--- src/rtl/pipe_stage_hs.sv ---
// pipe_stage_hs: parametrised pipeline-stage register with a valid/ready
// handshake, an optional 2-entry skid buffer (registered in_ready), a flush
// that turns the stage into a bubble, and a saturating backpressure counter.
//
// The packed stage payload (PC, instruction, control, exception code, ...)
// is opaque here. It travels untouched as one DATA_W bus.
//
// SKID = 1 : main + skid registers, in_ready is a flop (breaks the ready path).
// SKID = 0 : single register, in_ready = !out_valid || out_ready (combinational).
//
// In both modes out_valid comes straight from state. It never depends
// combinationally on out_ready, so back-to-back stages cannot form a loop.

module pipe_stage_hs #(
    parameter int                DATA_W    = 64,
    parameter int                SKID      = 1,
    parameter logic [DATA_W-1:0] RESET_VAL = '0,
    parameter int                CNT_W     = 16
) (
    input  logic              clk,
    input  logic              rst,
    input  logic              flush,
    input  logic              in_valid,
    output logic              in_ready,
    input  logic [DATA_W-1:0] in_data,
    output logic              out_valid,
    input  logic              out_ready,
    output logic [DATA_W-1:0] out_data,
    output logic [1:0]        occupancy,
    output logic [CNT_W-1:0]  stall_cnt,
    input  logic              stall_clr
);

    // Saturation ceiling of the stall counter (all ones).
    localparam logic [CNT_W-1:0] CNT_MAX = '1;

    generate
        if (SKID != 0) begin : g_skid
            // Stage FSM. Each state's encoding equals its entry count.
            localparam logic [1:0] ST_EMPTY = 2'd0;
            localparam logic [1:0] ST_FULL  = 2'd1;
            localparam logic [1:0] ST_BUSY  = 2'd2;

            logic [1:0]        state_q, state_d;
            logic [DATA_W-1:0] main_q, main_d;
            logic [DATA_W-1:0] skid_q, skid_d;
            logic              rdy_q;
            logic              in_xfer;
            logic              out_xfer;

            // Handshakes use only registered ready/valid, never the other side's comb path.
            assign in_xfer  = in_valid && rdy_q;
            assign out_xfer = (state_q != ST_EMPTY) && out_ready;

            // Next-state and payload steering for the EMPTY/FULL/BUSY machine.
            always_comb begin
                // NOTE: every signal gets a default before the case, so no path can infer a latch.
                state_d = state_q;
                main_d  = main_q;
                skid_d  = skid_q;
                case (state_q)
                    ST_EMPTY: begin
                        if (in_xfer) begin
                            state_d = ST_FULL;
                            main_d  = in_data;
                        end
                    end
                    ST_FULL: begin
                        if (in_xfer && out_xfer) begin
                            main_d = in_data;           // pass-through, stay FULL
                        end else if (in_xfer) begin
                            state_d = ST_BUSY;          // downstream stalled: park in skid
                            skid_d  = in_data;
                        end else if (out_xfer) begin
                            state_d = ST_EMPTY;
                        end
                    end
                    ST_BUSY: begin
                        // rdy_q is low here, so nothing can enter. Drain skid into main.
                        if (out_xfer) begin
                            state_d = ST_FULL;
                            main_d  = skid_q;
                        end
                    end
                    default: begin
                        state_d = ST_EMPTY;
                    end
                endcase
            end

            // State, payload and registered-ready update. Reset and flush both empty the stage.
            always_ff @(posedge clk) begin
                // NOTE: sequential state uses non-blocking assignments so every flop samples pre-edge values.
                if (!rst || flush) begin
                    // NOTE: payload registers are reset because RESET_VAL is the visible bubble encoding downstream.
                    state_q <= ST_EMPTY;
                    main_q  <= RESET_VAL;
                    skid_q  <= RESET_VAL;
                    rdy_q   <= 1'b1;
                end else begin
                    state_q <= state_d;
                    main_q  <= main_d;
                    skid_q  <= skid_d;
                    rdy_q   <= (state_d != ST_BUSY);
                end
            end

            // Entry count derived from the FSM state.
            always_comb begin
                occupancy = 2'd0;
                case (state_q)
                    ST_FULL: occupancy = 2'd1;
                    ST_BUSY: occupancy = 2'd2;
                    default: occupancy = 2'd0;
                endcase
            end

            assign in_ready  = rdy_q;
            assign out_valid = (state_q != ST_EMPTY);
            assign out_data  = main_q;
        end else begin : g_single
            logic              valid_q;
            logic [DATA_W-1:0] data_q;
            logic              in_xfer;

            // Accept whenever the register is free or is being drained this cycle.
            assign in_ready = !valid_q || out_ready;
            assign in_xfer  = in_valid && in_ready;

            // Single payload register: load on accept, clear valid on drain-only.
            always_ff @(posedge clk) begin
                if (!rst || flush) begin
                    valid_q <= 1'b0;
                    data_q  <= RESET_VAL;
                end else if (in_xfer) begin
                    valid_q <= 1'b1;                    // covers simultaneous in+out reload
                    data_q  <= in_data;
                end else if (valid_q && out_ready) begin
                    valid_q <= 1'b0;
                end
            end

            assign out_valid = valid_q;
            assign out_data  = data_q;
            assign occupancy = {1'b0, valid_q};
        end
    endgenerate

    // Backpressure counter: counts stalled cycles, saturates, clear beats increment.
    always_ff @(posedge clk) begin
        if (!rst) begin
            stall_cnt <= '0;
        end else if (stall_clr) begin
            stall_cnt <= '0;
        end else if (out_valid && !out_ready && !flush && (stall_cnt != CNT_MAX)) begin
            stall_cnt <= stall_cnt + CNT_W'(1);
        end
    end

endmodule
--- config.mk ---
export PLATFORM = sky130hd
export DESIGN_NAME = pipe_stage_hs
export DESIGN_NICKNAME = d
export VERILOG_FILES = /design/src/rtl/pipe_stage_hs.sv
export SDC_FILE = /design/constraint.sdc
export NUM_CORES = 1
export LEC_CHECK = 0
export ABC_AREA = 1
export BUFFER_PORTS_ARGS = -buffer_cell sky130_fd_sc_hd__clkbuf_2
export CAP_MARGIN = 20
export CORE_MARGIN = 1.5
export CORE_UTILIZATION = 30
export DETAILED_ROUTE_END_ITERATION = 16
export PLACE_DENSITY = 0.56
export SYNTH_ARGS = -nofsm -noshare
export SYNTH_HDL_FRONTEND = slang
export SYNTH_SLANG_ARGS = --single-unit
--- constraint.sdc ---
create_clock -name clk -period 3 [get_ports clk]
set_clock_uncertainty 0.05 [all_clocks]
set_input_delay 0.3 -clock clk [delete_from_list [all_inputs] [get_ports clk]]
set_output_delay 0.3 -clock clk [all_outputs]
set_load 0.005 [all_outputs]
======== Yosys cells after proc, flatten, opt, wreduce, memory -nomap -nowiden ========
Index checks and enable logic that the tools add are counted.
cells by class
  add/sub/neg operators ................... 1
  multipliers ............................. 0
  div/mod/pow operators ................... 0
  magnitude comparators ................... 0
  equality and inequality tests ........... 7
  shift operators ......................... 0
  multiplexer cells ....................... 11
  bitwise operators ....................... 2
  reductions and logical operators ........ 16
operators by type and width
  cell                   count
  $mux 64                3
  $pmux 64 s3            1
  $add 16x1->16 const B  1
  $ne 16x16->1 const B   1
  $mux 2                 5
  $ne 2x2->1 const B     4
  $logic_and 1x1->1      6
  $pmux 2 s3             1
  $pmux 2 s2             1
  $reduce_and 4->1       1
  $logic_not 1->1        3
  $reduce_and 3->1       1
  $reduce_bool 3->1      1
  $eq 2x1->1 const B     1
  $eq 2x2->1 const B     1
  $logic_not 2->1        1
  $not 1->1              2
  $reduce_bool 2->1      1
  $reduce_or 2->1        1
  $logic_or 1x1->1       1
word-level totals
  flip-flop bits (word level) ............. 147
  bits in latches ......................... 0
  RAM bits ................................ 0
  ROM bits ................................ 0
  word-level logic and storage cells ...... 42
  memories ................................ 0

======== Depth between registers and ports, before layout ========
Gate-level depths: netlist (run 1).
  depth in word-level cells ............... 7
  mapped depth ............................ 9

======== Least setup slack after synthesis (run 1) ========
No wires, ideal clock.
  path kind ............................... register to register
  from .................................... register stall_cnt[0]
  to ...................................... register stall_cnt[1]
  arrival ................................. 1,395 ps
  required time ........................... 2,834 ps
  path slack .............................. 1,439 ps
  stages on the path, launching flop included .. 10
  clock period less this slack ............ 1,561 ps
  cell sequence ........................... dfxtp_1 -> ha_1 -> inv_1 -> nor2_1 -> nand2_2 -> nor2_4 -> nor2_8 -> buf_12 -> nor2_1 -> nor2_1
between the ends
  cells in the longest elaborated chain, start to end .. 2
  elaborated cells on any way between the ends .. 3
  those cells by class .................... add/sub (1); eq/ne (1); reduce/logical (1)
RTL lines
  element                                                RTL line  RTL
  start: declaration                                     30        output logic [CNT_W-1:0] stall_cnt,
  start signal: assignment                               156       stall_cnt <= stall_cnt + CNT_W'(1);
  branches (longest 2 deep; another with $add 16x1->16)  -
Parallel ways; which one is timed is not known.
A chain may end at the register's enable or synchronous reset.

======== Worst setup path after layout (run 1) ========
  from .................................... register g_skid.state_q[0]
  to ...................................... output port occupancy[1]
between the ends
  cells in the longest elaborated chain, start to end .. 2
  elaborated cells on any way between the ends .. 3
  those cells by class .................... eq/ne (2); mux (1)
RTL lines
  element                                   RTL line  RTL
  start: declaration                        44        logic [1:0] state_q, state_d;
  start signal: assignment                  101       state_q <= state_d;
  $eq 2x2->1 or $eq 2x1->1 (tied branches)  111       case (state_q)
  $pmux 2 s2 (*)                            111
  end: declaration                          29        output logic [1:0] occupancy,
Mark *: on every way between the ends. The rest lies on a longest branch, timed or not.

==> results of run 1 <==
## synthesized netlist by cell type (all sizes together) (3+ instances only)
library cell and count:
nand2 189, nor2 162, dfxtp 147, o21ai 130, a31oi 64, buf 41
inv 18, clkbuf 17, a21oi 12, nand3 10, nand4 6, xnor2 3
xor2 3
## sequential cells by signal, indices dropped and copies added (netlist names)
name            cells
stall_cnt          16
out_data           64
in_ready            1
g_skid.skid_q      64
g_skid.state_q      2
## path summary, 6_finish.rpt
path                                                     start                       endpoint  slack (ns)  cells past startpoint
worst max register to register    g_skid.state_q[1]$_SDFF_PP0_      out_data[38]$_SDFFE_PP0P_        1.10                      7
worst min-delay path                                in_data[4]  g_skid.skid_q[4]$_SDFFE_PP0P_        0.07                      3
worst min register to register  g_skid.skid_q[27]$_SDFFE_PP0P_      out_data[27]$_SDFFE_PP0P_        0.42                      2
worst max-delay path              g_skid.state_q[0]$_SDFF_PP0_                   occupancy[1]         1.0                      4
## critical path, cell delays in order (launching register included)
cell	delay, ns
dfxtp_1	0.35
inv_2	0.10
nand2_2	0.06
inv_2	0.49
clkbuf_2	0.23
## stage by stage
| stage | power, mW | instances | hold slack [ns] |
|---|---|---|---|
| after floorplan | 2.23 | 807 | 0.382 |
| after global placement | 2.37 | 1175 | 0.415 |
| after detailed placement | 2.37 | 1175 | 0.419 |
| after CTS | 4.73 | 1207 | 0.0583 |
| after global routing | 4.84 | 1207 | 0.0714 |
| final | 4.66 | 1208 | 0.0716 |
## metal layers
layer / track usage [%] / part of all wire (%)
met5: 0 / 0
met2: 25.2 / 45
met3: 3.97 / 5.1
met4: 4.47 / 0.96
met1: 20.8 / 49
## cell families after synthesis
group | synth area share (%)
AO/OA/AOI/OAI | 18.8
XOR/XNOR | 0.874
adder cells (fa/ha/maj) | 0.208
AND/OR/NAND/NOR | 24.9
flip-flops | 48.9
buffers and inverters | 6.32
## where the power goes
part           internal (mW)  total (mW)  switching (mW)
combinational          0.119       0.292           0.174
clock                   1.52        2.34           0.817
sequential              2.00        2.03          0.0287
total                   3.64        4.66            1.02
## final cells by class
| cell class | count | area share [%] |
|---|---|---|
| timing repair buffer | 161 | 11.7 |
| clock inverter | 9 | 2.32 |
| sequential | 147 | 38.7 |
| clock buffer | 23 | 6.16 |
| antenna | 1 | 0.0329 |
| inverter | 19 | 0.972 |
| multi-input combinational | 583 | 35.7 |
| tap | 265 | 4.36 |
==> results_dict.tcl, run 1 <==
set metrics [dict create \
    synth-seq-cells 147 \
    first_iter_violations 232 \
    die_h_microns 145 \
    cp-end-kind "output pin" \
    fin_crit_ns 2.00 \
    fill_cells 2060 \
    cts_buffers 17 \
    htree_levels 4 \
    grt_pass1_vias 5053 \
    viasPerCell 4.61 \
    drv_slew 0 \
    synth_cells 807 \
    final_nets 1000 \
    avgSynthCellArea_sq_um 7.45 \
    area.sequential_sq_um 2940 \
    crit_required_ns 2.65 \
    setup_tns_ns 0 \
    relSlewSlack_pct 46.9 \
    post-route-util_pct 38.8 \
    maxCapViolations 0 \
    final_common_cell "nand2_1" \
    initial_core_util_pct 30.7 \
    synth_area_sq_um 6020 \
    syn2layout_area_growth_pct 26.3 \
    cts.clk_slew.worst_paths_ns 0.06 \
    synth_flop_cell "dfxtp_1" \
    yosys.area.top_type "dfxtp_1" \
    drive_above_1_share_pct 22.7 \
    core_sq_um 19600 \
    hp-class "in2reg" \
    multi_input_area_sq_um 2710 \
    setup_violations 0 \
    drc 0 \
    fin_area_sq_um 7600 \
    tightestPinTransition_ns 0.796 \
    outcome "complete, no violations" \
    ant_nets 0 \
    rows 51 \
    cts_buffer_depth 2 \
    synth.distinct_cells 29 \
    syn_nets 878 \
    clock_sinks 147 \
    seq_area_frac_synth_pct 48.9 \
    wirelength_microns 16000 \
    worst_slack_ns 0.996 \
    overflow 0 \
    wl_per_cell_microns 13.3 \
    ctsResizeCount 0 \
    grt_max_degree 131 \
    powerDensity_nw_per_um2 613 \
    synth_edf_count 0 \
    worstSkewPairLatency_ns 0.41 \
    rsz0062_at_grt "false" \
    fin_crit_sh_pct 66.8 \
    path_max_fanout 32 \
    antenna_found_initial 1 \
    pre_cts_slack_ns 1.08 \
    die_w_microns 145 \
    io_buffers 153 \
    hpwl_microns 9660 \
    leakage_nw 3.36 \
    cp-start-kind "flip-flop" \
    postCtsHoldBufs 0 \
    async_flop_share_pct 0 \
    cts_root_buf "clkbuf_16" \
    ir_worst_vdd_v 0.000366 \
    mostFrequentLayoutCells "176 x nand2_1, 157 x nor2_1, 153 x clkbuf_2" \
    vias 5572 \
    cts_tree "yes" \
    synth_top_area_share_pct 48.9 \
    io_pins 154 \
    grt_usage_pct 15.7 \
    ys_top_cells_by_area "dfxtp_1 49%, nand2_1 11%, nor2_1 9.9%, o21ai_0 7.0%, a31oi_1 6.7%" \
    fmax_mhz 499 \
    dr.pass1.iters 4 \
    cp.arrival_ns 1.65 \
    gp_congestion 0.788 \
    dieArea_sq_um 20900 \
    post_dp_cell_area_sq_um 6950 \
    yosysWarnings 0 \
    postCtsSetupRepairBufs 0 \
    critical_path_class "reg2out" \
    hold_viol 0 \
    grt_pass1_wl_microns 25800 \
]
Power figures use the tool's default switching activity.
==> run 2: changes to the inputs <==
- ABC_AREA: 1 -> 0
- clock period: 3 -> 2 ns (I/O delays scaled with it)
==> run 2 against run 1 <==
Sequential power increased by 50%. Highest routed layer is now met5. Count of clock-buffer cells in the layout decreased by 1. Total power increased by 45%. Clock power increased by 33%.
==> results_dict.tcl, run 2 <==
set metrics [dict create \
    htree_levels 4 \
    grt_usage_pct 15.4 \
    cts_buffers 17 \
    synth_edf_count 0 \
    relSlewSlack_pct 59.3 \
    cts_tree "yes" \
    hold-path-cell-count 3 \
    mostFrequentLayoutCells "153 x clkbuf_2, 147 x dfxtp_1, 137 x nand2_1" \
    synth_flop_cell "dfxtp_1" \
    r2r_slack_ns 0.16 \
    seq_area_frac_synth_pct 48.5 \
    io_buffers 153 \
    synth_top_area_share_pct 48.5 \
    setup_violations 0 \
    cts_buffer_depth 2 \
    async_flop_share_pct 0 \
    core_sq_um 19700 \
    path_max_fanout 17 \
    worst_slack_ns 0.125 \
    io_pins 154 \
    rows 51 \
    maxCapViolations 0 \
    drv_slew 0 \
    dr.pass1.iters 6 \
    fin_crit_sh_pct 93.7 \
    reg2regPathDepth 5 \
    cts_root_buf "clkbuf_16" \
    cp-start-kind "flip-flop" \
    synth_area_sq_um 6070 \
    cp_num_buf_inv 3 \
    final_common_cell "clkbuf_2" \
    first_iter_violations 303 \
    worstSkewPairLatency_ns 0.42 \
    fin_crit_ns 1.87 \
    pre_cts_slack_ns 0.178 \
    crit_required_ns 1.75 \
    wirelength_microns 15800 \
    postCtsSetupRepairBufs 0 \
    slowest_delay_ns 0.43 \
    clock_sinks 147 \
    hpwl_microns 10100 \
    leakage_nw 3.70 \
    cp_cell_sequence "nand2b_4 > buf_12 > inv_1 > clkbuf_2" \
    yosysWarnings 0 \
    dieArea_sq_um 21100 \
    syn2layout_area_growth_pct 37.6 \
    powerDensity_nw_per_um2 810 \
    synth-seq-cells 147 \
    die_h_microns 145 \
    overflow 0 \
    cp.arrival_ns 1.62 \
    grt_max_degree 81 \
    crit_family "flip-flops" \
    outcome "complete, no violations" \
    synth_cells 684 \
    drive_above_1_share_pct 23.9 \
    path_depth 4 \
    grt_pass1_wl_microns 26400 \
    grt_pass1_vias 5200 \
    ys_top_cells_by_area "dfxtp_1 48%, mux2i_1 11%, nand2_1 8.5%, a211oi_1 8.0%, a21oi_1 6.1%" \
    fmax_mhz 533 \
    final_nets 953 \
    vias 5481 \
    cp_slowest_cell "dfxtp_1" \
    avgSynthCellArea_sq_um 8.88 \
    cp-end-kind "output pin" \
    ant_nets 0 \
    setup_tns_ns 0 \
    rsz0062_at_grt "false" \
    gp_congestion 0.817 \
    synth_common_cells "147 x dfxtp_1, 137 x nand2_1, 74 x a21oi_1, 69 x nor2_1" \
    synth.distinct_cells 47 \
    viasPerCell 4.73 \
    hold_viol 0 \
    tightestPinTransition_ns 0.610 \
    hp-class "in2reg" \
    ir_worst_vdd_v 0.000549 \
    n_antenna_cell 0 \
    yosysMostFrequentCell "dfxtp_1" \
    drc 0 \
    antenna_found_initial 1 \
    cts.clk_slew.worst_paths_ns 0.06 \
    syn_nets 755 \
    die_w_microns 145 \
    critical_path_class "reg2out" \
    initial_core_util_pct 30.9 \
    yosys.area.top_type "dfxtp_1" \
    wl_per_cell_microns 13.7 \
]
run 2: final timing paths:
| path | startpoint | end |
|---|---|---|
| max reg2reg | stall_cnt[0]$_SDFFE_PP0P_ | stall_cnt[14]$_SDFFE_PP0P_ |
| min reg2reg | g_skid.skid_q[32]$_SDFFE_PP0P_ | g_skid.skid_q[32]$_SDFFE_PP0P_ |
| min | stall_clr | stall_cnt[12]$_SDFFE_PP0P_ |
| max | g_skid.state_q[0]$_SDFF_PP0_ | occupancy[1] |
run 2: cell families after synthesis:
| kind of cell | synth area share [%] |
|---|---|
| adder cells (fa/ha/maj) | 0.206 |
| buffers and inverters | 4.80 |
| multiplexers | 10.7 |
| AND/OR/NAND/NOR | 18.3 |
| flip-flops | 48.5 |
| AO/OA/AOI/OAI | 17.5 |
run 2: per-layer routing:
layer / part of all wire [%] / vias up / GRT usage, % / routed length (microns)
met4: 1.9 / 2 / 5.56 / 303
met1: 45 / 2493 / 19.4 / 7140
met3: 6.0 / 25 / 4.47 / 948
met5: 0.063 / - / 0 / 10
li1: - / 2825 / - / -
met2: 47 / 136 / 25.0 / 7430
run 2: final cells by class:
| cell class | count | area, sq um |
|---|---|---|
| fill | 2017 | 11300 |
| sequential | 147 | 2940 |
| multi-input combinational | 481 | 2870 |
| timing repair buffer | 233 | 1630 |
| clock buffer | 22 | 464 |
| tap | 265 | 332 |
| clock inverter | 9 | 106 |
| inverter | 2 | 7.51 |
run 2: what timing repair did:
item	4_1_cts	5_1_grt
setup endpoints to repair	0	1
hold buffers	64	0
gates resized for setup	0	1
endpoints found under the hold margin	64	0
run 2: worst register-to-register path: cells and delay by family (launching register included):
family	cells	cell delay [ns]
adders and majority gates	1	0.23
AOI/OAI and AO/OA	1	0.15
DFF	1	0.40
and+or+nand+nor	3	0.93
run 2: power breakdown:
| group | leakage [nW] | internal (mW) | switching, mW |
|---|---|---|---|
| sequential | 1.19 | 3.00 | 0.0399 |
| combinational | 2.24 | 0.293 | 0.314 |
| clock | 0.272 | 1.89 | 1.23 |
| total | 3.70 | 5.18 | 1.59 |
run 2: stage by stage:
step                instance area [sq um]  hold slack (ns)  utilization, %  total power, mW  cells
finish                               8350            0.136            42.5             6.77   1159
detailed placement                   7140            0.393            36.3             3.62   1064
global route                         8350            0.148            42.5             7.05   1159
CTS                                  8350            0.122            42.5             6.86   1159
global placement                     7140            0.389            36.3             3.61   1064
floorplan                            6070            0.286               -             3.38    684
==> run 3: changes to the inputs <==
- REMOVE_ABC_BUFFERS: unset -> 1
==> run 3 against run 2 <==
Critical path depth is 1 higher. Sequential power hardly changed. Core utilization up 0.13 points. Clock power is essentially flat. Combinational power rose by 3%. Sequential share of layout area is 0.096 points lower. First-iteration DRC count is 31% lower. Die area stayed put. Non-clock buffer count did not move. Fmax is 1.1% higher. Setup slack gained 0.021 ns. Global-route usage is 0.39 points lower. Critical endpoint unchanged. Largest cell class unchanged.
==> results_dict.tcl, run 3 (synthesis results as in run 2) <==
set metrics [dict create \
    crit_required_ns 1.75 \
    setup_violations 0 \
    fill_cells 2024 \
    slowest_delay_ns 0.41 \
    grt_pass1_vias 5187 \
    instances_no_fill 1159 \
    dieArea_sq_um 21100 \
    cp-end-kind "output pin" \
    dr.pass1.iters 4 \
    tightestPinTransition_ns 0.637 \
    cp_num_buf_inv 4 \
    cp_slowest_cell "dfxtp_1" \
    grt_usage_pct 15.0 \
    wl_per_cell_microns 13.6 \
    timing.rr.end "g_skid.skid_q[24]$_SDFFE_PP0P_" \
    rows 51 \
    antenna_found_initial 0 \
    first_iter_violations 209 \
    cts_buffers 17 \
    hold_viol 0 \
    ir_worst_vdd_v 0.000605 \
    critical_path_class "reg2out" \
    r2r_slack_ns 0.15 \
    mostFrequentLayoutCells "153 x clkbuf_2, 146 x dfxtp_1, 137 x nand2_1" \
    powerDensity_nw_per_um2 813 \
    fin_area_sq_um 8380 \
    gp_congestion 0.806 \
    grt_pass1_wl_microns 26100 \
    cts_buffer_depth 2 \
    hp-class "in2reg" \
    cp_cell_sequence "buf_4 > nand2b_4 > buf_12 > inv_1 > clkbuf_2" \
    die_h_microns 145 \
    cp.arrival_ns 1.60 \
    overflow 0 \
    rsz0062_at_grt "false" \
    fmax_mhz 539 \
    drv_slew 0 \
    die_w_microns 145 \
    r2r_start "g_skid.state_q[1]$_SDFF_PP0_" \
    drive_above_1_share_pct 24.3 \
    hold-path-cell-count 3 \
    outcome "complete, no violations" \
    hold_path_end "stall_cnt[12]$_SDFFE_PP0P_" \
    ant_nets 0 \
    io_buffers 153 \
    maxCapViolations 0 \
    cts.clk_slew.worst_paths_ns 0.06 \
    postCtsSetupRepairBufs 0 \
    fin_crit_ns 1.85 \
    io_pins 154 \
    worstSkewPairLatency_ns 0.40 \
    final_nets 953 \
    leakage_nw 3.71 \
    place_inst 1064 \
    worstHoldStart "stall_clr" \
    viasPerCell 4.72 \
    grt_max_degree 87 \
    post_dp_cell_area_sq_um 7150 \
    clock_sinks 147 \
    n_antenna_cell 0 \
    final_common_cell "clkbuf_2" \
    htree_levels 4 \
    wirelength_microns 15800 \
    initial_core_util_pct 30.9 \
    hpwl_microns 10100 \
    path_max_fanout 24 \
    cts_root_buf "clkbuf_16" \
    vias 5474 \
    cp-start-kind "flip-flop" \
    crit_family "buffers and inverters" \
    relSlewSlack_pct 57.5 \
    cts_tree "yes" \
    fin_crit_sh_pct 92.7 \
    drc 0 \
    core_sq_um 19700 \
    reg2regPathDepth 6 \
    syn2layout_area_growth_pct 38.0 \
]
-- run 3: changes by cell type in the layout (fill, tap and decap cells not counted), sizes merged --
cell      previous run  this run
clkinvlp             3         4
inv                  2         5
clkbuf             175       173
clkinv               4         2
-- run 3: power breakdown --
part           internal (mW)  switching, mW  leakage, nW
Sequential              3.00         0.0385         1.19
Clock                   1.91           1.25        0.275
Combinational          0.305          0.320         2.24
Total                   5.21           1.61         3.71
-- run 3: worst max path at each step --
stage	from	to	slack (ns)	cells after the start
after floorplan	in_ready$_SDFF_PP1_	out_data[0]$_SDFFE_PP0P_	-6.09	3
after global placement	stall_cnt[0]$_SDFFE_PP0P_	stall_cnt[14]$_SDFFE_PP0P_	0.17	5
after detailed placement	stall_cnt[0]$_SDFFE_PP0P_	stall_cnt[14]$_SDFFE_PP0P_	0.13	5
after CTS	g_skid.state_q[1]$_SDFF_PP0_	occupancy[1]	0.11	5
after global routing	g_skid.state_q[1]$_SDFF_PP0_	occupancy[1]	0.02	5
final	g_skid.state_q[1]$_SDFF_PP0_	occupancy[1]	0.15	5
-- run 3: final cells by class --
cell class                 instances  area [sq um]  share of cell area [%]
clock buffer                      20           457                    5.45
multi-input combinational        481          2870                    34.3
sequential                       147          2940                    35.1
clock inverter                    11           126                    1.51
tap                              265           332                    3.96
timing repair buffer             233          1640                    19.6
inverter                           2          7.51                  0.0896
-- run 3: worst register-to-register path, cell delays in order, from the launching register on --
cell and delay [ns]:
dfxtp_1 0.35, buf_4 0.17, nand4b_1 0.27, or2_2 0.34, buf_4 0.30, nand2_1 0.17, a21oi_1 0.08
-- run 3: metal layers --
metal / global-route usage (%) / vias to the layer above / part of all wire, %
met5: 0 / - / 0
met4: 3.37 / 0 / 0.73
met3: 4.78 / 7 / 5.9
met2: 23.5 / 119 / 44
met1: 20.1 / 2526 / 49
li1: - / 2822 / -
-- run 3: per-stage QoR --
stage / setup slack [ns] / hold slack [ns] / setup TNS, ns / power [mW] / utilization (%)
final: 0.146 / 0.120 / 0 / 6.82 / 42.6
after detailed placement: 0.133 / 0.394 / 0 / 3.63 / 36.4
after global routing: 0.0223 / 0.121 / 0 / 7.11 / 42.6
after CTS: 0.114 / 0.0939 / 0 / 6.92 / 42.6
after global placement: 0.167 / 0.387 / 0 / 3.63 / 36.4
after floorplan: -6.09 / 0.264 / -447.66 / 3.40 / -
-- run 3: repair_timing --
item                                    CTS  global route
endpoints found under the setup margin    0             2
endpoints found under the hold margin    64             0
gates resized for setup                   0             2
hold buffers                             64             0
